File: src/rtl/axi_burst_beat_generator_pkg.sv
// Shared AXI constants and helpers for the burst beat generator.
package axi_pkg;

  localparam int unsigned BEAT_CNT_W = 8;

  localparam logic [1:0] BURST_FIXED = 2'd0;
  localparam logic [1:0] BURST_INCR  = 2'd1;
  localparam logic [1:0] BURST_WRAP  = 2'd2;

  typedef enum logic [0:0] {
    StIdle,
    StBurst
  } beat_state_e;

  function automatic int unsigned axsize_bytes(input logic [2:0] size);
    return 32'd1 << size;
  endfunction

endpackage

File: src/rtl/axi_burst_beat_generator_if.sv
// Address-channel descriptor and per-beat output bundle for axi_burst_beat_generator.
interface axi_burst_beat_generator_if
  import axi_pkg::*;
#(
  parameter int unsigned ADDR_WIDTH = 32,
  parameter int unsigned ID_WIDTH   = 8
);
  logic [ID_WIDTH-1:0]   axid;
  logic [ADDR_WIDTH-1:0] axaddr;
  logic [BEAT_CNT_W-1:0] axlen;
  logic [2:0]            axsize;
  logic [1:0]            axburst;
  logic                  axvalid;
  logic                  axready;

  logic [ID_WIDTH-1:0]   beatId;
  logic [ADDR_WIDTH-1:0] beatAddr;
  logic [BEAT_CNT_W-1:0] beatIdx;
  logic                  beatLast;
  logic                  beatValid;
  logic                  beatReady;
  logic                  busy;

  modport master (
    output axid, axaddr, axlen, axsize, axburst, axvalid, beatReady,
    input  axready, beatId, beatAddr, beatIdx, beatLast, beatValid, busy
  );

  modport slave (
    input  axid, axaddr, axlen, axsize, axburst, axvalid, beatReady,
    output axready, beatId, beatAddr, beatIdx, beatLast, beatValid, busy
  );
endinterface

File: src/rtl/axi_next_beat_addr.sv
// Combinational next-beat address for FIXED/INCR/WRAP bursts.
// WRAP support is built only when AXI_BURST_WRAP_EN is defined; otherwise WRAP acts as INCR.
module axi_next_beat_addr
  import axi_pkg::*;
#(
  parameter int unsigned ADDR_WIDTH = 32,
  parameter int unsigned MAX_AxSIZE = 3
) (
  input  logic [ADDR_WIDTH-1:0] addr,
  input  logic [2:0]            size,
  input  logic [BEAT_CNT_W-1:0] len,
  input  logic [1:0]            burst,
  output logic [ADDR_WIDTH-1:0] next
);
  localparam int unsigned StepMaskW = 1 << MAX_AxSIZE;

  logic [StepMaskW-1:0]  step_mask;
  logic [ADDR_WIDTH-1:0] step;
  logic [ADDR_WIDTH-1:0] aligned;
  logic [ADDR_WIDTH-1:0] incr;

  always_comb begin
    step      = ADDR_WIDTH'(axsize_bytes(size));
    step_mask = StepMaskW'(axsize_bytes(size) - 32'd1);
    aligned   = addr & ~ADDR_WIDTH'(step_mask);
    incr      = aligned + step;
  end

`ifdef AXI_BURST_WRAP_EN
  logic [ADDR_WIDTH-1:0] wrap_mask;

  // Wrap window is (len+1)*step bytes; len is restricted to 1/3/7/15 so it is a power of two.
  always_comb begin
    wrap_mask = ((ADDR_WIDTH'(len) + ADDR_WIDTH'(1)) << size) - ADDR_WIDTH'(1);
  end
`else
  logic unused_len;
  assign unused_len = ^len;
`endif

  always_comb begin
    next = incr;
    case (burst)
      BURST_FIXED: next = addr;
`ifdef AXI_BURST_WRAP_EN
      BURST_WRAP:  next = (aligned & ~wrap_mask) | (incr & wrap_mask);
`endif
      default:     next = incr;
    endcase
  end

endmodule

File: src/rtl/axi_burst_beat_generator.sv
// Accepts one AXI AR/AW burst descriptor and emits one registered address per beat.
// Optional WRAP support: define AXI_BURST_WRAP_EN.
module axi_burst_beat_generator
  import axi_pkg::*;
#(
  parameter int unsigned ADDR_WIDTH = 32,
  parameter int unsigned ID_WIDTH   = 8,
  parameter int unsigned MAX_AxSIZE = 3
) (
  input logic                      aclk,
  input logic                      resetn,
  axi_burst_beat_generator_if.slave bus
);

  beat_state_e           state_q, state_d;
  logic [ID_WIDTH-1:0]   id_q, id_d;
  logic [ADDR_WIDTH-1:0] addr_q, addr_d;
  logic [BEAT_CNT_W-1:0] idx_q, idx_d;
  logic [BEAT_CNT_W-1:0] len_q, len_d;
  logic [2:0]            size_q, size_d;
  logic [1:0]            burst_q, burst_d;
  logic                  last_q, last_d;
  logic                  valid_q, valid_d;
  logic                  busy_q, busy_d;
  logic                  axready_q, axready_d;
  logic [ADDR_WIDTH-1:0] next_addr;

  axi_next_beat_addr #(
    .ADDR_WIDTH (ADDR_WIDTH),
    .MAX_AxSIZE (MAX_AxSIZE)
  ) u_next_addr (
    .addr  (addr_q),
    .size  (size_q),
    .len   (len_q),
    .burst (burst_q),
    .next  (next_addr)
  );

  always_comb begin
    state_d   = state_q;
    id_d      = id_q;
    addr_d    = addr_q;
    idx_d     = idx_q;
    len_d     = len_q;
    size_d    = size_q;
    burst_d   = burst_q;
    last_d    = last_q;
    valid_d   = valid_q;
    busy_d    = busy_q;
    axready_d = axready_q;

    unique case (state_q)
      StIdle: begin
        // axready comes up one cycle after reset release or burst end.
        axready_d = 1'b1;
        if (bus.axvalid && axready_q) begin
          id_d      = bus.axid;
          addr_d    = bus.axaddr;
          len_d     = bus.axlen;
          size_d    = bus.axsize;
          burst_d   = bus.axburst;
          idx_d     = '0;
          last_d    = (bus.axlen == '0);
          valid_d   = 1'b1;
          busy_d    = 1'b1;
          axready_d = 1'b0;
          state_d   = StBurst;
        end
      end
      StBurst: begin
        if (valid_q && bus.beatReady) begin
          if (last_q) begin
            valid_d   = 1'b0;
            busy_d    = 1'b0;
            last_d    = 1'b0;
            axready_d = 1'b1;
            state_d   = StIdle;
          end else begin
            idx_d  = idx_q + BEAT_CNT_W'(1);
            addr_d = next_addr;
            last_d = ((idx_q + BEAT_CNT_W'(1)) == len_q);
          end
        end
      end
      default: state_d = StIdle;
    endcase
  end

  always_ff @(posedge aclk or negedge resetn) begin
    if (!resetn) begin
      state_q   <= StIdle;
      id_q      <= '0;
      addr_q    <= '0;
      idx_q     <= '0;
      len_q     <= '0;
      size_q    <= '0;
      burst_q   <= '0;
      last_q    <= 1'b0;
      valid_q   <= 1'b0;
      busy_q    <= 1'b0;
      axready_q <= 1'b0;
    end else begin
      state_q   <= state_d;
      id_q      <= id_d;
      addr_q    <= addr_d;
      idx_q     <= idx_d;
      len_q     <= len_d;
      size_q    <= size_d;
      burst_q   <= burst_d;
      last_q    <= last_d;
      valid_q   <= valid_d;
      busy_q    <= busy_d;
      axready_q <= axready_d;
    end
  end

  assign bus.axready   = axready_q;
  assign bus.beatId    = id_q;
  assign bus.beatAddr  = addr_q;
  assign bus.beatIdx   = idx_q;
  assign bus.beatLast  = last_q;
  assign bus.beatValid = valid_q;
  assign bus.busy      = busy_q;

endmodule

File: src/flat_wrapper.sv
// flat-port wrapper written by rule: the top's interface ports become plain ports
module axi_burst_beat_generator_flat import axi_pkg::*;
#(
  parameter int unsigned ADDR_WIDTH = 32,
  parameter int unsigned ID_WIDTH   = 8,
  parameter int unsigned MAX_AxSIZE = 3
)
  (aclk, resetn, bus_axid, bus_axaddr, bus_axlen, bus_axsize, bus_axburst, bus_axvalid, bus_beatReady, bus_axready, bus_beatId, bus_beatAddr, bus_beatIdx, bus_beatLast, bus_beatValid, bus_busy);
  axi_burst_beat_generator_if #(.ADDR_WIDTH(ADDR_WIDTH), .ID_WIDTH(ID_WIDTH)) bus_i ();
  input logic aclk;
  input logic resetn;
  input wire logic [$bits(bus_i.axid)-1:0] bus_axid;
  input wire logic [$bits(bus_i.axaddr)-1:0] bus_axaddr;
  input wire logic [$bits(bus_i.axlen)-1:0] bus_axlen;
  input wire logic [$bits(bus_i.axsize)-1:0] bus_axsize;
  input wire logic [$bits(bus_i.axburst)-1:0] bus_axburst;
  input wire logic [$bits(bus_i.axvalid)-1:0] bus_axvalid;
  input wire logic [$bits(bus_i.beatReady)-1:0] bus_beatReady;
  output wire logic [$bits(bus_i.axready)-1:0] bus_axready;
  output wire logic [$bits(bus_i.beatId)-1:0] bus_beatId;
  output wire logic [$bits(bus_i.beatAddr)-1:0] bus_beatAddr;
  output wire logic [$bits(bus_i.beatIdx)-1:0] bus_beatIdx;
  output wire logic [$bits(bus_i.beatLast)-1:0] bus_beatLast;
  output wire logic [$bits(bus_i.beatValid)-1:0] bus_beatValid;
  output wire logic [$bits(bus_i.busy)-1:0] bus_busy;
  assign bus_i.axid = bus_axid;
  assign bus_i.axaddr = bus_axaddr;
  assign bus_i.axlen = bus_axlen;
  assign bus_i.axsize = bus_axsize;
  assign bus_i.axburst = bus_axburst;
  assign bus_i.axvalid = bus_axvalid;
  assign bus_i.beatReady = bus_beatReady;
  assign bus_axready = bus_i.axready;
  assign bus_beatId = bus_i.beatId;
  assign bus_beatAddr = bus_i.beatAddr;
  assign bus_beatIdx = bus_i.beatIdx;
  assign bus_beatLast = bus_i.beatLast;
  assign bus_beatValid = bus_i.beatValid;
  assign bus_busy = bus_i.busy;
  axi_burst_beat_generator #(.ADDR_WIDTH(ADDR_WIDTH), .ID_WIDTH(ID_WIDTH), .MAX_AxSIZE(MAX_AxSIZE)) u_core (.aclk(aclk), .resetn(resetn), .bus(bus_i));
endmodule
File: config.mk
export PLATFORM = sky130hd
export DESIGN_NAME = axi_burst_beat_generator_flat
export DESIGN_NICKNAME = d
export VERILOG_FILES = /design/src/rtl/axi_burst_beat_generator_pkg.sv /design/src/rtl/axi_burst_beat_generator_if.sv /design/src/rtl/axi_next_beat_addr.sv /design/src/rtl/axi_burst_beat_generator.sv /design/src/flat_wrapper.sv
export SDC_FILE = /design/constraint.sdc
export NUM_CORES = 1
export LEC_CHECK = 0
export ABC_AREA = 0
export ABC_CLOCK_PERIOD_IN_PS = 7150
export CAP_MARGIN = 30
export CORE_ASPECT_RATIO = 1.75
export CORE_UTILIZATION = 39
export DETAILED_ROUTE_END_ITERATION = 8
export HOLD_SLACK_MARGIN = 0.05
export PLACE_DENSITY_LB_ADDON = 0.12
export SLEW_MARGIN = 20
export SYNTH_ARGS = -nofsm -noshare
export SYNTH_HDL_FRONTEND = slang
export SYNTH_HIERARCHICAL = 1
export SYNTH_SLANG_ARGS = --single-unit
File: constraint.sdc
create_clock -name aclk -period 7.15 [get_ports aclk]
set_input_delay 1.0725 -clock aclk [delete_from_list [all_inputs] [get_ports aclk]]
set_output_delay 1.0725 -clock aclk [all_outputs]
set_load 0.01 [all_outputs]
After elaboration in Yosys (flattened, before gate mapping):

Cells that the tools add are included.

* bits of input ports: 57
* RAM bits: 0
* bits in registers: 65
* logic and storage cells: 58
* ROM bits: 0
* output and inout port bits: 52
* memories kept: 0
* latch bits: 0

* shift operators: 1
* multipliers: 0
* multiplexer cells: 25
* eq/ne operators: 6
* div/mod/pow operators: 0
* add/subtract/negate cells: 3
* reduce and logical (&&, ||, !) cells: 10
* bitwise logic cells: 3
* magnitude comparators: 0

Operators by type and width (number)
* $mux 32: 4
* $pmux 32 s2: 1
* $add 32x32->32: 1
* $and 32x32->32: 1
* $not 8->32: 1
* $shl 1x3->32 const A: 1
* $mux 8: 3
* $pmux 8 s2: 1
* $mux 1: 12
* $add 8x1->8 const B: 1
* $eq 8x8->1: 1
* $logic_not 8->1: 1
* $ne 2x2->1 const B: 4
* $pmux 1 s2: 4
* $sub 8x1->8 const B: 1
* $reduce_and 2->1: 3
* $reduce_and 3->1: 2
* $reduce_and 4->1: 1
* $logic_and 1x1->1: 2
* $logic_not 2->1: 1
* $ne 2x1->1 const B: 1
* $not 1->1: 1

Longest topological paths before layout:

Gate-level depths: netlist (run 1).

* word-level depth: 9
* depth in mapped cells: 15
* gate-level depth less buffers: 11

By module:

The synthesis (run 1) kept the hierarchy.

By module, submodules not included
* axi_burst_beat_generator: cells an instance 281, area each 3071.7 um^2, sequential area each 1626.6 um^2, times used 1
* axi_next_beat_addr: cells an instance 191, area each 1275.0 um^2, sequential area each 0.0 um^2, times used 1

Worst setup path after synthesis (run 1):

Ideal clock, no wire load.

* path type: flip-flop to flip-flop
* start: register u_core.size_q[1]
* end: register u_core.addr_q[22], in the netlist u_core/bus.beatAddr[22]
* clock period less this slack: 2.909 ns
* arrival time: 2.782 ns
* data required time: 7.023 ns
* buffers on the path: 4
* stages on the path, launching flop included: 15
* setup time: 0.127 ns
* slack: 4.241 ns
* cells stage by stage: dfrtp_1 -> buf_6 -> buf_6 -> nor3_1 -> inv_1 -> ha_1 -> buf_2 -> o41ai_1 -> o221ai_1 -> nor3_2 -> buf_4 -> o2111ai_1 -> xnor2_1 -> mux2i_1 -> o21ai_0

* longest elaborated chain between the ends: 9

Ends and longest elaborated chain
* start: declaration: RTL line axi_burst_beat_generator.sv:20 `logic [2:0] size_q, size_d;`
* start signal: assignment: RTL line axi_burst_beat_generator.sv:108 `size_q <= size_d;`
* $shl 1x3->32 *: RTL line axi_burst_beat_generator_pkg.sv:16 `return 32'd1 << size;`
* $sub 8x1->8: RTL line axi_next_beat_addr.sv:24 `step_mask = StepMaskW'(axsize_bytes(size) - 32'd1);`
* $not 8->32: RTL line axi_next_beat_addr.sv:25 `aligned = addr & ~ADDR_WIDTH'(step_mask);`
* $and 32x32->32: RTL line axi_next_beat_addr.sv:25
* $add 32x32->32 *: RTL line axi_next_beat_addr.sv:26 `incr = aligned + step;`
* $mux 32 *: RTL line axi_next_beat_addr.sv:43 `case (burst)`
* via u_core.next_addr[22]: RTL line axi_burst_beat_generator.sv:26 `logic [ADDR_WIDTH-1:0] next_addr;`
* $mux 32 *: RTL line axi_burst_beat_generator.sv:72 `if (last_q) begin`
* $mux 32 *: RTL line axi_burst_beat_generator.sv:71 `if (valid_q && bus.beatReady) begin`
* $pmux 32 s2 *: RTL line axi_burst_beat_generator.sv:52 `unique case (state_q)`
* end signal: assignment: RTL line axi_burst_beat_generator.sv:105 `addr_q <= addr_d;`
* end: declaration: RTL line axi_burst_beat_generator.sv:17 `logic [ADDR_WIDTH-1:0] addr_q, addr_d;`

Mark *: on every way through the listed nets, which the timed path passes. The rest lies on a longest branch. The select of a mux whose other input is x is not followed.
A chain may end at the register's enable or synchronous reset.

Final worst setup path (run 1):

* start: register u_core.size_q[1]
* end: register u_core.addr_q[17], in the netlist u_core/bus.beatAddr[17]

Same word-level chain as after synthesis.

==> results of run 1 <==
==> kinds of logic (layout without fill, tap and decap cells) <==
family / after synthesis / count (layout) / synth area share
XOR/XNOR: 39 / 39 / 0.0786
buffers and inverters: 40 / 135 / 0.0538
AO/OA/AOI/OAI: 106 / 106 / 0.152
multiplexers: 55 / 55 / 0.133
AND/OR/NAND/NOR: 162 / 162 / 0.194
flip-flops: 65 / 65 / 0.374
adder cells (fa/ha/maj): 5 / 5 / 0.0144
==> routing by layer <==
| metal | vias up | global-route usage | wire, um |
|---|---|---|---|
| met4 | 0 | 0.0868 | 311 |
| met1 | 1856 | 0.234 | 4660 |
| met3 | 21 | 0.0412 | 556 |
| li1 | 1869 | - | - |
| met5 | - | 0 | 0 |
| met2 | 113 | 0.368 | 6000 |
==> final timing paths <==
kind	cells past startpoint	slack (ps)	endpoint	start
hold / removal	1	500	u_core/bus.beatId[2]$_DFFE_PN0P_	u_core/bus.beatId[2]$_DFFE_PN0P_
setup / recovery	11	3530	u_core/bus.beatAddr[17]$_DFFE_PN0P_	u_core/size_q[1]$_DFFE_PN0P_
setup reg to reg	11	3530	u_core/bus.beatAddr[17]$_DFFE_PN0P_	u_core/size_q[1]$_DFFE_PN0P_
max in group asynchronous	3	5870	u_core/len_q[6]$_DFFE_PN0P_	resetn
min in group asynchronous	2	740	u_core/size_q[0]$_DFFE_PN0P_	resetn
hold reg to reg	1	500	u_core/bus.beatId[2]$_DFFE_PN0P_	u_core/bus.beatId[2]$_DFFE_PN0P_
==> sequential cells by signal, summed over array words and instances, names as in the netlist, 2 cells and up <==
register,flops
u_core/bus.beatId,8
u_core/len_q,8
u_core/bus.beatAddr,32
u_core/bus.beatIdx,8
u_core/size_q,3
u_core/burst_q,2
==> power groups by stage <==
stage / clock network [mW] / registers, mW / logic (mW)
after detailed placement: 0 / 0.760 / 1.01
after global routing: 0.433 / 0.787 / 1.11
after CTS: 0.415 / 0.755 / 1.01
final: 0.403 / 0.753 / 1.01
after global placement: 0 / 0.754 / 0.983
after floorplan: 0 / 0.719 / 0.652
==> cells in the mapped netlist, drive strengths merged (4+ instances only) <==
library cell / count / share of area
nand2: 68 / 0.059
dfrtp: 65 / 0.37
o21ai: 56 / 0.064
mux2i: 33 / 0.076
xnor2: 32 / 0.064
buf: 24 / 0.040
mux2: 22 / 0.057
nand3: 20 / 0.028
nor2: 19 / 0.016
a21oi: 11 / 0.013
and3: 10 / 0.014
clkbuf: 10 / 0.0089
o2111ai: 8 / 0.016
xor2: 7 / 0.014
and2: 6 / 0.0086
inv: 6 / 0.0052
nand4: 6 / 0.0086
nor4: 6 / 0.0086
ha: 5 / 0.014
nand2b: 5 / 0.0072
nor2b: 4 / 0.0058
o31ai: 4 / 0.0081
==> layout make-up <==
class                      count  area, um^2  area share
sequential                    65        1630       0.285
clock inverter                 5        31.3     0.00548
clock buffer                  11         243      0.0425
multi-input combinational    367        2490       0.436
tap                          130         163      0.0285
inverter                       6        22.5     0.00394
timing repair buffer         113        1140       0.199
==> results.md, run 1 <==
- Global-route wire length before repair: 18400 um
- CTS tree: done
- DP Wirelength: 8150 um
- GPL Wtd Cong: 0.869
- Starting Density: 0.404
- Cell family with most CP delay: compound AO/OA/AOI/OAI gates
- IO Pins: 109
- ANT nets after route: 0
- Postcts setup bufs: 0
- Area Growth Syn to Fin: 31.4%
- Initial antenna violation count: 0
- Routed WL: 11500 um
- CTS Buf Count: 9
- Distinct cell type count after synthesis: 60
- Pint: 1.30 mW
- Fill cells: 1020
- Max stage delay cell, worst path: dfrtp_1
- Mapped Area: 4350 um^2
- WL per Instance: 16.5 um
- Finished Layout Cells: 697
- Total Routing Usage GR: 0.208
- Part of the power in registers: 0.348
- Crit end category: register
- Gr ovfl total: 0
- Core region area: 10800 um^2
- Worst min path class: register to register
- Worst path bufs/invs: 1
- Ys async rst share: 1.00
- WP data required: 7390 ps
- Clock sink count: 65
- Fin crit share: 0.506
- CP max stage delay: 570 ps
- Syn avg cell area: 9.21 um^2
- DR vias/cell: 5.54
- DRT iter0 DRCs: 187
- Die Area: 11600 um^2
- Max-slew violation count: 0
- Maximum VDD drop: 0.000188 V
- Post-route cell area: 5710 um^2
- Share of post-route cells with drive strength above 1: 0.104
- Outcome: completed
- Largest net degree at the start of global routing: 66
- CTS Buffer Depth: 2
- Die Width: 81.8 um
- Switching pwr: 0.863 mW
- Clock latency on the worst-skew pair: 330 ps
- Setup_tns: 0 ps
- Crit Path Max Fanout: 19
- Overall power: 2.17 mW
- Number of diodes: 0
- Worst setup SP type: register
- Clock transition at the registers of the reported paths: 60 ps
- WP data arrival: 3860 ps
- Mapped Nets: 534
- Pre-CTS WS: 3540 ps
- Register area share after synthesis: 0.374
- Sw Ratio: 0.398
- Most frequent cells in the layout: 107 x clkdlybuf4s50_1, 68 x nand2_1, 64 x dfrtp_1
- Remaining DRCs: 0
- Top_reg_cell synth: dfrtp_1
- Kind of critical path: register to register
- Post-cts gate resize count: 0
- RSZ-0062 raised after global routing: false
- Row Count: 50
- Worst Clk Skew: 6.96 ps
- Mapped Cells: 472
- Fin Hold WS: 501 ps
- Min setup slack post-route: 3530 ps
- Clock root cell: clkbuf_16
- Via count: 3859
- Final Setup Violations: 0
- IO buf count: 108
- Dpl cell area: 5410 um^2
- Final min period: 3620 ps
- Synth warnings: 6
- Post-synth EDFFs: 0
- Clock power share: 0.186
- Comb pwr share: 0.466
- Post-synthesis register bit count: 65
- Fmax: 0.277 GHz
- H-tree depth: 3
- CTS hold repair buffers: 0
- Slew HR: 0.469
- Final hold violations: 0
- Commonest non-fill, non-tap cell in the layout: clkdlybuf4s50_1
- Nets@finish: 624
- Chip Height: 142 um
- Cell Chain, Critical Path: nor3_1, inv_1, ha_1, nor4b_2, a22oi_1, o41a_1, o211ai_2, nand3_1, xnor2_1, mux2i_1, o21ai_0
- Final core occ: 0.531
- Power per cell area: 379 nW/um^2
- Post-placement cell count: 679
- Pre-antenna DRT Iters: 4
- Worst slew pin tran: 792 ps
- Vias in the first global route: 3721
- Leakage: 2.41 nW
- MaxCap Viol Count: 0
Power figures use the tool's default switching activity.
==> run 2, diff against run 1 <==
--- a/config.mk
+++ b/config.mk
@@ -6,7 +6,7 @@
 export NUM_CORES = 1
 export LEC_CHECK = 0
 export ABC_AREA = 0
-export ABC_CLOCK_PERIOD_IN_PS = 7150
+export ABC_CLOCK_PERIOD_IN_PS = 3400
 export CAP_MARGIN = 30
 export CORE_ASPECT_RATIO = 1.75
 export CORE_UTILIZATION = 39
==> constraint.sdc (replaced) <==
create_clock -name aclk -period 3.4 [get_ports aclk]
set_input_delay 0.51 -clock aclk [delete_from_list [all_inputs] [get_ports aclk]]
set_output_delay 0.51 -clock aclk [all_outputs]
set_load 0.01 [all_outputs]
==> results.md, run 2 (same netlist as run 1, synthesis figures left out) <==
- Cell Chain, Critical Path: buf_4, nor2b_1, nand2_1, ha_2, nor4b_2, a22oi_1, o41a_1, o211ai_2, buf_4, nand3_1, xnor2_1, mux2i_1, o21ai_0
- DRT iter0 DRCs: 235 (+26%)
- Gr ovfl total: 0 (unchanged)
- Vias in the first global route: 3844 (+3.3%)
- Most frequent CP cell: buf_4
- Commonest non-fill, non-tap cell in the layout: clkdlybuf4s50_1
- DR top layer: met4
- Crit end category: register
- Cell family with most CP delay: compound AO/OA/AOI/OAI gates
- Crit Path Max Fanout: 17 (-2)
- MaxCap Viol Count: 0 (unchanged)
- Worst min path class: primary input to async pin
- DP Wirelength: 8500 um (+4.3%)
- Area Growth Syn to Fin: 34.0%
- Outcome: completed
- Starting Density: 0.404 (unchanged)
- Final hold violations: 0 (unchanged)
- Largest net degree at the start of global routing: 66 (unchanged)
- Slew HR: 0.588 (+0.119)
- Routed WL: 12100 um (+4.7%)
- Met2 wire len: 6610 um (+10%)
- Post-route cell area: 5820 um^2 (+2.0%)
- Share of post-route cells with drive strength above 1: 0.117 (+0.0129)
- Max-slew violation count: 0 (unchanged)
- Clock sink count: 65 (unchanged)
- Worst setup SP type: register
- WP data required: 3590 ps (-3800 ps)
- Maximum VDD drop: 0.000374 V (+99%)
- WP data arrival: 3310 ps (-550 ps)
- DR vias/cell: 5.49 (-0.88%)
- Worst path bufs/invs: 2 (+1)
- Chip Height: 142 um (unchanged)
- RSZ-0062 raised after global routing: false
- Dpl cell area: 5460 um^2 (+0.97%)
- CTS Buf Count: 9 (unchanged)
- Pre-antenna DRT Iters: 4 (unchanged)
- Sum of routed wire segments on met1: 4550 um (-2.3%)
- Clock latency on the worst-skew pair: 330 ps (about the same)
- Max stage delay cell, worst path: o41a_1
- Clock root cell: clkbuf_16
- CTS Buffer Depth: 2 (unchanged)
- IO buf count: 108 (unchanged)
- Core region area: 10800 um^2 (unchanged)
- Final Setup Violations: 0 (unchanged)
- Clock transition at the registers of the reported paths: 60 ps (about the same)
- Die Area: 11600 um^2 (unchanged)
- CTS tree: done
- Met3 wire length: 624 um (+12%)
- Post-cts gate resize count: 0 (unchanged)
- Row Count: 50 (unchanged)
- Number of diodes: 0 (unchanged)
- Global-route wire length before repair: 19200 um (+4.3%)
- Remaining DRCs: 0 (unchanged)
- Leakage: 2.47 nW (+2.3%)
- Final min period: 3120 ps (-494 ps)
- CP max stage delay: 480 ps (-90 ps)
- Worst slew pin tran: 618 ps (-174 ps)
- Nets@finish: 630 (+0.96%)
- Fmax: 0.320 GHz (+16%)
- Worst Clk Skew: 4.53 ps (-2.43 ps)
- Setup_tns: 0 ps (unchanged)
- Fin crit share: 0.918 (+0.412)
- ANT nets after route: 0 (unchanged)
- H-tree depth: 3 (unchanged)
- CTS hold repair buffers: 0 (unchanged)
- Postcts setup bufs: 0 (unchanged)
- IO Pins: 109 (unchanged)
- Via count: 3858 (-0.026%)
- GPL Wtd Cong: 0.861 (-0.99%)
- Initial antenna violation count: 0 (unchanged)
- WL per Instance: 17.2 um (+3.8%)
- Kind of critical path: register to register
- Power per cell area: 820 nW/um^2 (+120%)
- Most frequent cells in the layout: 107 x clkdlybuf4s50_1, 68 x nand2_1, 63 x dfrtp_1
- Max FFs per register: 32 (unchanged)
- Die Width: 81.8 um (unchanged)
- Total Routing Usage GR: 0.218 (+0.0101)
-- run 2: layer usage --
| layer | track usage | vias to the layer above |
|---|---|---|
| li1 | - | 1880 |
| met1 | 0.231 | 1827 |
| met2 | 0.403 | 129 |
| met3 | 0.0450 | 22 |
| met4 | 0.0840 | 0 |
| met5 | 0 | - |
-- run 2: final cells by class --
| class | instances | area, um^2 |
|---|---|---|
| fill | 1020 | 4940 |
| timing repair buffer | 119 | 1190 |
| tap | 130 | 163 |
| clock inverter | 3 | 65.1 |
| inverter | 6 | 22.5 |
| clock buffer | 13 | 250 |
| sequential | 65 | 1630 |
| multi-input combinational | 367 | 2500 |
-- run 2: worst register-to-register path, cell delays in order, from the launching register on --
cell and delay, ps:
dfrtp_1 400, buf_4 200, nor2b_1 230, nand2_1 130, ha_2 290, nor4b_2 240, a22oi_1 130, o41a_1 480
o211ai_2 150, buf_4 220, nand3_1 110, xnor2_1 160, mux2i_1 140, o21ai_0 90
-- run 2: per-stage QoR --
stage	std cells	util	power [mW]	hold slack, ps	setup WS, ps
2_1_floorplan	472	-	2.88	214	491
5_1_grt	703	0.541	5.11	168	44.7
4_1_cts	702	0.537	4.80	418	134
6_report	703	0.541	4.78	146	279
3_5_place_dp	686	0.508	3.77	497	171
3_3_place_gp	686	0.508	3.70	487	312
-- run 2: worst paths after layout --
check | from | end | slack (ps) | cells after the start
worst max-delay path | u_core/size_q[1]$_DFFE_PN0P_ | u_core/bus.beatAddr[19]$_DFFE_PN0P_ | 280 | 13
worst min-delay path | resetn | u_core/bus.beatAddr[10]$_DFFE_PN0P_ | 150 | 2
worst max register to register | u_core/size_q[1]$_DFFE_PN0P_ | u_core/bus.beatAddr[19]$_DFFE_PN0P_ | 280 | 13
worst min register to register | u_core/bus.beatId[2]$_DFFE_PN0P_ | u_core/bus.beatId[2]$_DFFE_PN0P_ | 500 | 1
max in group asynchronous | resetn | u_core/state_q$_DFF_PN0_ | 2690 | 3
min in group aclk | u_core/bus.beatId[2]$_DFFE_PN0P_ | u_core/bus.beatId[2]$_DFFE_PN0P_ | 500 | 1
-- run 2: where the power goes --
| part | switching (mW) | internal (mW) | total [mW] |
|---|---|---|---|
| combinational | 1.07 | 1.18 | 2.25 |
| clock | 0.335 | 0.662 | 0.997 |
| sequential | 0.440 | 1.09 | 1.53 |
| total | 1.85 | 2.93 | 4.78 |
